**config.mk**
```make
export PLATFORM = sky130hd
export DESIGN_NAME = accum_frame_4b
export DESIGN_NICKNAME = d
export VERILOG_FILES = /design/src/rtl/accum_frame_4b_pkg.sv /design/src/rtl/accum_frame_4b_adder.sv /design/src/rtl/accum_frame_4b.sv
export SDC_FILE = /design/constraint.sdc
export NUM_CORES = 1
export LEC_CHECK = 0
export ABC_CLOCK_PERIOD_IN_PS = 2650
export CAP_MARGIN = 10
export CORE_MARGIN = 4
export CORE_UTILIZATION = 40
export DETAILED_ROUTE_END_ITERATION = 10
export GPL_TIMING_DRIVEN = 0
export HOLD_SLACK_MARGIN = 0.15
export PLACE_DENSITY = 0.78
export SLEW_MARGIN = 10
export SYNTH_ARGS = -nofsm -noshare
export SYNTH_HDL_FRONTEND = slang
export SYNTH_SLANG_ARGS = --single-unit
```
**constraint.sdc**
```tcl
create_clock -name clk -period 2.65 [get_ports clk]
set_input_delay 0.6625 -clock clk [delete_from_list [all_inputs] [get_ports clk]]
set_output_delay 0.6625 -clock clk [all_outputs]
set_load 0.05 [all_outputs]
```
**src/rtl/accum_frame_4b_pkg.sv**
```systemverilog
// Shared types and constants for the framed 4-bit accumulator.
package accum_pkg;

    typedef enum logic [1:0] {
        IDLE  = 2'b00,
        ACCUM = 2'b01,
        HOLD  = 2'b10
    } state_t;

    localparam int ACC_W = 8;
    localparam int NIB_W = 4;
    localparam logic [ACC_W-1:0] SAT_VAL = 8'hFF;

endpackage

```
**src/rtl/accum_frame_4b_adder.sv**
```systemverilog
// Nibble-wide ripple-carry adder; two instances form the 8-bit accumulate path.
module accum_frame_4b_adder
    import accum_pkg::*;
(
    input  logic [NIB_W-1:0] a,
    input  logic [NIB_W-1:0] b,
    input  logic             cin,
    output logic [NIB_W-1:0] s,
    output logic             cout
);

    logic [NIB_W:0] c;

    assign c[0] = cin;

    for (genvar i = 0; i < NIB_W; i++) begin : g_fa
        assign s[i]   = a[i] ^ b[i] ^ c[i];
        assign c[i+1] = (a[i] & b[i]) | (c[i] & (a[i] ^ b[i]));
    end

    assign cout = c[NIB_W];

endmodule

```
**src/rtl/accum_frame_4b.sv**
```systemverilog
// Framed operand accumulator with valid/ready result handshake.
// Optional: define ACCUM_SATURATE_EN to clamp the sum at 0xFF instead of wrapping.
module accum_frame_4b
    import accum_pkg::*;
#(
    parameter int MAX_OPS = 15,
    parameter int CNT_W   = 4
) (
    input  logic             clk,
    input  logic             rst_n,
    input  logic             in_valid,
    output logic             in_ready,
    input  logic [3:0]       in_data,
    input  logic             in_last,
    output logic             out_valid,
    input  logic             out_ready,
    output logic [7:0]       out_sum,
    output logic             out_ovf,
    output logic             out_err,
    output logic [CNT_W-1:0] out_count
);

    localparam logic [CNT_W-1:0] MAX_CNT = CNT_W'(MAX_OPS);

    state_t           state;
    logic [ACC_W-1:0] acc;
    logic             ovf;
    logic             err;
    logic [CNT_W-1:0] count;

    logic [NIB_W-1:0] lo_s, hi_s;
    logic             lo_cout, hi_cout;
    logic [ACC_W-1:0] acc_nxt;
    logic [CNT_W-1:0] cnt_inc;
    logic             beat;

    accum_frame_4b_adder u_lo (
        .a    (acc[NIB_W-1:0]),
        .b    (in_data),
        .cin  (1'b0),
        .s    (lo_s),
        .cout (lo_cout)
    );

    accum_frame_4b_adder u_hi (
        .a    (acc[ACC_W-1:NIB_W]),
        .b    ({NIB_W{1'b0}}),
        .cin  (lo_cout),
        .s    (hi_s),
        .cout (hi_cout)
    );

`ifdef ACCUM_SATURATE_EN
    // Once the frame has overflowed the sum pins at the ceiling.
    assign acc_nxt = (hi_cout || ovf) ? SAT_VAL : {hi_s, lo_s};
`else
    assign acc_nxt = {hi_s, lo_s};
`endif

    assign cnt_inc = count + 1'b1;
    assign beat    = in_valid && in_ready;

    always_ff @(posedge clk or negedge rst_n) begin
        if (!rst_n) begin
            state     <= IDLE;
            acc       <= '0;
            ovf       <= 1'b0;
            err       <= 1'b0;
            count     <= '0;
            in_ready  <= 1'b1;
            out_valid <= 1'b0;
        end else begin
            case (state)
                IDLE, ACCUM: begin
                    if (beat) begin
                        acc   <= acc_nxt;
                        ovf   <= ovf | hi_cout;
                        count <= cnt_inc;
                        if (in_last || cnt_inc == MAX_CNT) begin
                            state     <= HOLD;
                            err       <= !in_last;
                            in_ready  <= 1'b0;
                            out_valid <= 1'b1;
                        end else begin
                            state <= ACCUM;
                        end
                    end
                end
                HOLD: begin
                    // Result drains and the frame clears on the same edge.
                    if (out_ready) begin
                        state     <= IDLE;
                        acc       <= '0;
                        ovf       <= 1'b0;
                        err       <= 1'b0;
                        count     <= '0;
                        in_ready  <= 1'b1;
                        out_valid <= 1'b0;
                    end
                end
                default: begin
                    state     <= IDLE;
                    in_ready  <= 1'b1;
                    out_valid <= 1'b0;
                end
            endcase
        end
    end

    assign out_sum   = acc;
    assign out_ovf   = ovf;
    assign out_err   = err;
    assign out_count = count;

endmodule

```
Word level (Yosys, flattened, before mapping)
Cells that the tools add are included.
{ "word_totals": {"reg_bits": 18, "latch_bits": 0, "mem_bits_rw": 0, "rom_bits": 0, "in_bits": 9, "output_inout_bits": 16, "memories": 0} }
{ "op_classes": {"add_sub_neg": 1, "n_mul": 0, "n_div": 0, "order_cmp": 0, "eq_ne": 6, "n_shift": 0, "muxes": 23, "bitwise": 26, "reduce_logical": 10} }
{ "ops": {"columns": ["cell", "count"], "rows": [
  ["two-way mux 8 bit", 2],
  ["one-hot mux 8 bit (2 select lines)", 1],
  ["bitwise AND 1 bit", 11],
  ["bitwise XOR 1 bit", 11],
  ["two-way mux 1 bit", 9],
  ["two-way mux 4 bit", 2],
  ["one-hot mux 1 bit (2 select lines)", 4],
  ["one-hot mux 4 bit (2 select lines)", 1],
  ["two-way mux 2 bit", 3],
  ["!= test 2 bit, second input constant", 3],
  ["AND reduction 3 bit", 2],
  ["adder 4 x 1 -> 4 bit, second input constant", 1],
  ["equality test 4 bit, second input constant", 1],
  ["OR 1 bit", 4],
  ["one-hot mux 2 bit (2 select lines)", 1],
  ["AND reduction 4 bit", 1],
  ["equality test 2 x 1 -> 1 bit, second input constant", 1],
  ["equality test 2 bit, second input constant", 1],
  ["logical NOT 2 bit", 1],
  ["AND reduction 2 bit", 1],
  ["nonzero test 2 bit", 1],
  ["OR reduction 2 bit", 1],
  ["logical AND 1 bit", 1],
  ["logical NOT 1 bit", 1],
  ["logical OR 1 bit", 1]
]} }

Longest topological paths before layout
{ "depth": {"word_depth": 14, "ltp_mapped": 12, "depth_no_buf": 12} }

Hierarchy
Synthesis repeated with hierarchy kept, for this count alone.
{ "unflattened": {"hier_cells": 99, "area_unflattened_um2": 1048.5} }
{ "by_module_without_submodules": {"columns": ["module", "n_inst", "cells_per_inst", "area_per_inst_um2"], "rows": [
  ["accum_frame_4b", 1, 71, 813.3],
  ["accum_frame_4b_adder", 2, 14, 117.6]
]} }

Worst setup path before layout
OpenSTA, ideal clock, no wires.
{ "synth_timing": {"path_kind": "reg-to-reg", "startpoint": "reg acc[0], in the netlist out_sum[0]", "endpoint": "reg acc[7], in the netlist out_sum[7]", "setup_time_ns": 0.121, "arrival_time_ns": 2.642, "required_ns": 2.529, "path_slack_ns": -0.113, "path_stages_with_launch": 12, "synth_period_minus_slack_ns": 2.763, "path_cell_list": "dfrtp_1 > ha_1 > inv_1 > fa_1 > fa_1 > inv_1 > fa_1 > ha_1 > ha_1 > ha_1 > ha_1 > a22o_1"} }
{ "synth_via": {"elab_chain_len": 13} }
{ "synth_rtl": {"columns": ["element", "line", "text"], "rows": [
  ["start: declaration", "accum_frame_4b.sv:26", "logic [ACC_W-1:0] acc;"],
  ["start signal: assignment", "accum_frame_4b.sv:76", "acc <= acc_nxt;"],
  ["bitwise AND 1 bit (2 in a row)", "accum_frame_4b_adder.sv:18", "assign c[i+1] = (a[i] & b[i]) | (c[i] & (a[i] ^ b[i]));"],
  ["OR 1 bit", "accum_frame_4b_adder.sv:18", null],
  ["bitwise AND 1 bit", "accum_frame_4b_adder.sv:18", null],
  ["OR 1 bit", "accum_frame_4b_adder.sv:18", null],
  ["bitwise AND 1 bit", "accum_frame_4b_adder.sv:18", null],
  ["OR 1 bit", "accum_frame_4b_adder.sv:18", null],
  ["bitwise AND 1 bit (3 in a row)", "accum_frame_4b_adder.sv:18", null],
  ["bitwise XOR 1 bit", "accum_frame_4b_adder.sv:17", "assign s[i] = a[i] ^ b[i] ^ c[i];"],
  ["two-way mux 8 bit", "accum_frame_4b.sv:75", "if (beat) begin"],
  ["one-hot mux 8 bit (2 select lines)", "accum_frame_4b.sv:73", "case (state)"]
]} }
Every way passes these cells. The select of a mux whose other input is x is not followed.
A chain may end at the register's enable or synchronous reset.

Worst setup path after layout
{ "layout_timing": {"startpoint": "in in_data[0]", "endpoint": "reg acc[7], in the netlist out_sum[7]"} }
{ "layout_via": {"elab_chain_len": 13} }
{ "layout_rtl": {"columns": ["element", "line", "text"], "rows": [
  ["start: declaration", "accum_frame_4b.sv:13", "input logic [3:0] in_data,"],
  ["bitwise AND 1 bit (2 in a row)", "accum_frame_4b_adder.sv:18", null],
  ["OR 1 bit", "accum_frame_4b_adder.sv:18", null],
  ["bitwise AND 1 bit", "accum_frame_4b_adder.sv:18", null],
  ["OR 1 bit", "accum_frame_4b_adder.sv:18", null],
  ["bitwise AND 1 bit", "accum_frame_4b_adder.sv:18", null],
  ["OR 1 bit", "accum_frame_4b_adder.sv:18", null],
  ["bitwise AND 1 bit (3 in a row)", "accum_frame_4b_adder.sv:18", null],
  ["bitwise XOR 1 bit", "accum_frame_4b_adder.sv:17", null],
  ["two-way mux 8 bit", "accum_frame_4b.sv:75", null],
  ["one-hot mux 8 bit (2 select lines)", "accum_frame_4b.sv:73", null]
]} }
Every way passes these cells. The select of a mux whose other input is x is not followed.

==> flow_summary.json <==
{
  "status": "complete, no violations",
  "start_util_pct": 42.5,
  "hold-worst-slack_ns": 0.526,
  "worstMarginPinSlew_ns": 0.803,
  "rows": 17,
  "die_h_um": 56.7,
  "drt-pass1-iter-count": 4,
  "fin_crit_sh_pct": 97.5,
  "syn2layout_area_growth_pct": 39.1,
  "grtUsageTotal_pct": 13.3,
  "p_seq_share_pct": 35.1,
  "clk_latency_ns": 0.29,
  "intPower_mw": 0.695,
  "peakVddDrop_uv": 589,
  "worst_clock_skew_ns": 0.00486,
  "maxSlewHeadroom_pct": 46.3,
  "antenna_left": 0,
  "port_buffers": 24,
  "worstPathArrival_ns": 2.77,
  "rsz0062_at_grt": "false",
  "worstSetupPathType": "in -> reg",
  "avgRoutedWirePerCell_um": 13.3,
  "multi_input_area_um2": 510,
  "crit_fanout": 1,
  "ys_ff_latch": 18,
  "pwr-share-comb_pct": 52.0,
  "drtIter0Drc": 6,
  "clkPwrFrac_pct": 12.9,
  "finalSetupViolCount": 0,
  "clk_pin_slew_worst_paths_ns": 0.10,
  "dp.final_hpwl_mm": 1.42,
  "grt_pass1_wl_mm": 3.46,
  "grt_max_degree": 19,
  "end_kind": "flip-flop",
  "avgViaCountPerCell": 5.23,
  "path_buf_inv": 3,
  "io_pins": 25,
  "regArea_um2": 453,
  "route.detailed.drc": 0,
  "synth_fp_nets": 106,
  "netlist_area_um2": 950,
  "grt_overflow": 0,
  "drive_gt1_share_pct": 20.9,
  "clock_path_buffers": 2,
  "nNetsFinal": 135,
  "period_needed_ns": 2.58,
  "mostFrequentLayoutCells": "clkdlybuf4s50_1 (22), dfrtp_1 (16), nand2_1 (9), inv_1 (7), o21ai_0 (7)",
  "required_ns": 2.84,
  "critPathLaunchType": "input pin",
  "cp_top_family": "adder cells",
  "pre_cts_ws_ns": -0.615,
  "setup_ws_ns": 0.0664,
  "vias": 748,
  "first_global_vias": 743,
  "fillers": 183,
  "die_w_um": 56.7,
  "hp-class": "reg -> reg",
  "synthFlopType": "dfrtp_1",
  "antenna_found_initial": 0,
  "drv_cap": 0,
  "clockRootBuffer": "clkbuf_4",
  "drt_wl_total_mm": 1.90,
  "synth-seq-area-share_pct": 47.6,
  "p_sw_share_pct": 46.3,
  "cp_slowest_stage_delay_ns": 0.34,
  "synthCells": 87,
  "cp_common_cell": "ha_4",
  "place_inst": 139,
  "max_freq_mhz": 387,
  "synth_edf_count": 0,
  "fin_cells": 143,
  "power_density_mw_per_mm2": 980,
  "finalHoldViolCount": 0,
  "core-area_mm2": 0.00223,
  "dieArea_mm2": 0.00322,
  "p_leak_nw": 0.574,
  "synthArstFlopShare_pct": 100,
  "final_common_cell": "clkdlybuf4s50_1",
  "switchingPower_mw": 0.600,
  "yosys_warnings": 0,
  "num_antenna_cells": 0,
  "synthDistinctLibCells": 27,
  "gp_congestion": 0.693,
  "finalMaxSlewViolations": 0,
  "cts_setup_buffers": 0,
  "cts_tree": "yes",
  "cts_made_buffers": 3,
  "cp_slowest_cell": "fa_2",
  "fin_util_pct": 59.2,
  "crit_path_cell_trace": "clkdlybuf4s15_1, ha_2, inv_2, fa_2, fa_2, inv_2, fa_2, ha_4, ha_4, ha_4, ha_4, a22o_1",
  "synth_area_per_cell_um2": 10.9,
  "place_area_mm2": 0.00123,
  "cts_sinks": 18,
  "final_cell_area_mm2": 0.00132,
  "cts_max_level": 1
}
power by group through the flow:
stage	logic, mW	registers [mW]	clock network, mW
floorplan	0.184	0.699	0
global route	0.730	0.473	0.185
CTS	0.681	0.454	0.174
detailed placement	0.658	0.451	0
finish	0.673	0.454	0.167
global placement	0.644	0.446	0
state kept, by name (all words and copies together), names as in the netlist:
signal,cells
out_err,1
out_sum,8
out_ovf,1
out_valid,1
out_count,4
in_ready,1
state,2
area by class of cell:
type | instances | share of cell area [%]
plain buffers | 2 | 0.758
clock buffers | 4 | 2.75
inverters | 10 | 2.84
multi-input cells | 57 | 38.6
flip-flops and latches | 18 | 34.3
well taps | 28 | 2.65
repair buffers | 24 | 18.1
synth_stat cells, types with 2 or more instances:
| library cell | instances | share of area, % |
|---|---|---|
| a22o_1 | 6 | 5.5 |
| a21oi_1 | 4 | 2.1 |
| nand2_1 | 9 | 3.6 |
| ha_1 | 7 | 9.2 |
| nor2_1 | 3 | 1.2 |
| dfrtp_1 | 17 | 45 |
| buf_2 | 2 | 1.1 |
| o21ai_0 | 7 | 3.7 |
| nand3b_1 | 2 | 1.6 |
| inv_1 | 10 | 4.0 |
| fa_1 | 3 | 6.3 |
| o22ai_1 | 2 | 1.3 |
what timing repair did:
item,CTS,global route
setup endpoints to repair,4,1
hold endpoints to repair,0,0
hold buffers,0,0
pin swaps,6,3
resized for setup,17,0
worst register-to-register path, cell delays in order (launching register included):
cell and delay (ns):
dfrtp_2 0.40, ha_2 0.18, inv_2 0.04, fa_2 0.33, fa_2 0.34, inv_2 0.06
fa_2 0.21, ha_4 0.14, ha_4 0.13, ha_4 0.13, ha_4 0.18, a22o_1 0.22
cells by family (layout without fill, tap and decap cells):
logic type | Yosys count | in the layout | synth area share [%]
buf+inv | 12 | 40 | 5.01
flops | 18 | 18 | 47.6
fa+ha+maj | 10 | 10 | 15.5
compound gates | 25 | 25 | 18.7
simple gates | 21 | 21 | 12.3
xor+xnor | 1 | 1 | 0.922
path summary, 6_finish.rpt:
| check | startpoint | endpoint | slack (ns) | cells past startpoint |
|---|---|---|---|---|
| max in group asynchronous | rst_n | out_sum[0]$_DFFE_PN0P_ | 1.28 | 1 |
| worst min-delay path | out_sum[1]$_DFFE_PN0P_ | out_sum[1]$_DFFE_PN0P_ | 0.53 | 2 |
| worst max register to register | out_sum[0]$_DFFE_PN0P_ | out_sum[7]$_DFFE_PN0P_ | 0.21 | 11 |
| worst min register to register | out_sum[1]$_DFFE_PN0P_ | out_sum[1]$_DFFE_PN0P_ | 0.53 | 2 |
| worst max-delay path | in_data[0] | out_sum[7]$_DFFE_PN0P_ | 0.07 | 12 |
| min in group asynchronous | rst_n | out_sum[7]$_DFFE_PN0P_ | 0.83 | 1 |
metal layers:
metal | global-route usage, % | up-vias | part of all wire (%)
met5 | 0 | - | 0
met3 | 2.53 | 0 | 4.6
met2 | 22.3 | 18 | 48
met4 | 3.05 | 0 | 0
li1 | - | 363 | -
met1 | 17.5 | 367 | 47
metrics by stage:
step	total power [mW]	setup TNS, ns
finish	1.30	0
global route	1.39	0
CTS	1.31	0
detailed placement	1.11	-2.31
global placement	1.09	-2.29
floorplan	0.882	-0.0485
No activity file was read; power rests on OpenSTA's default activity.
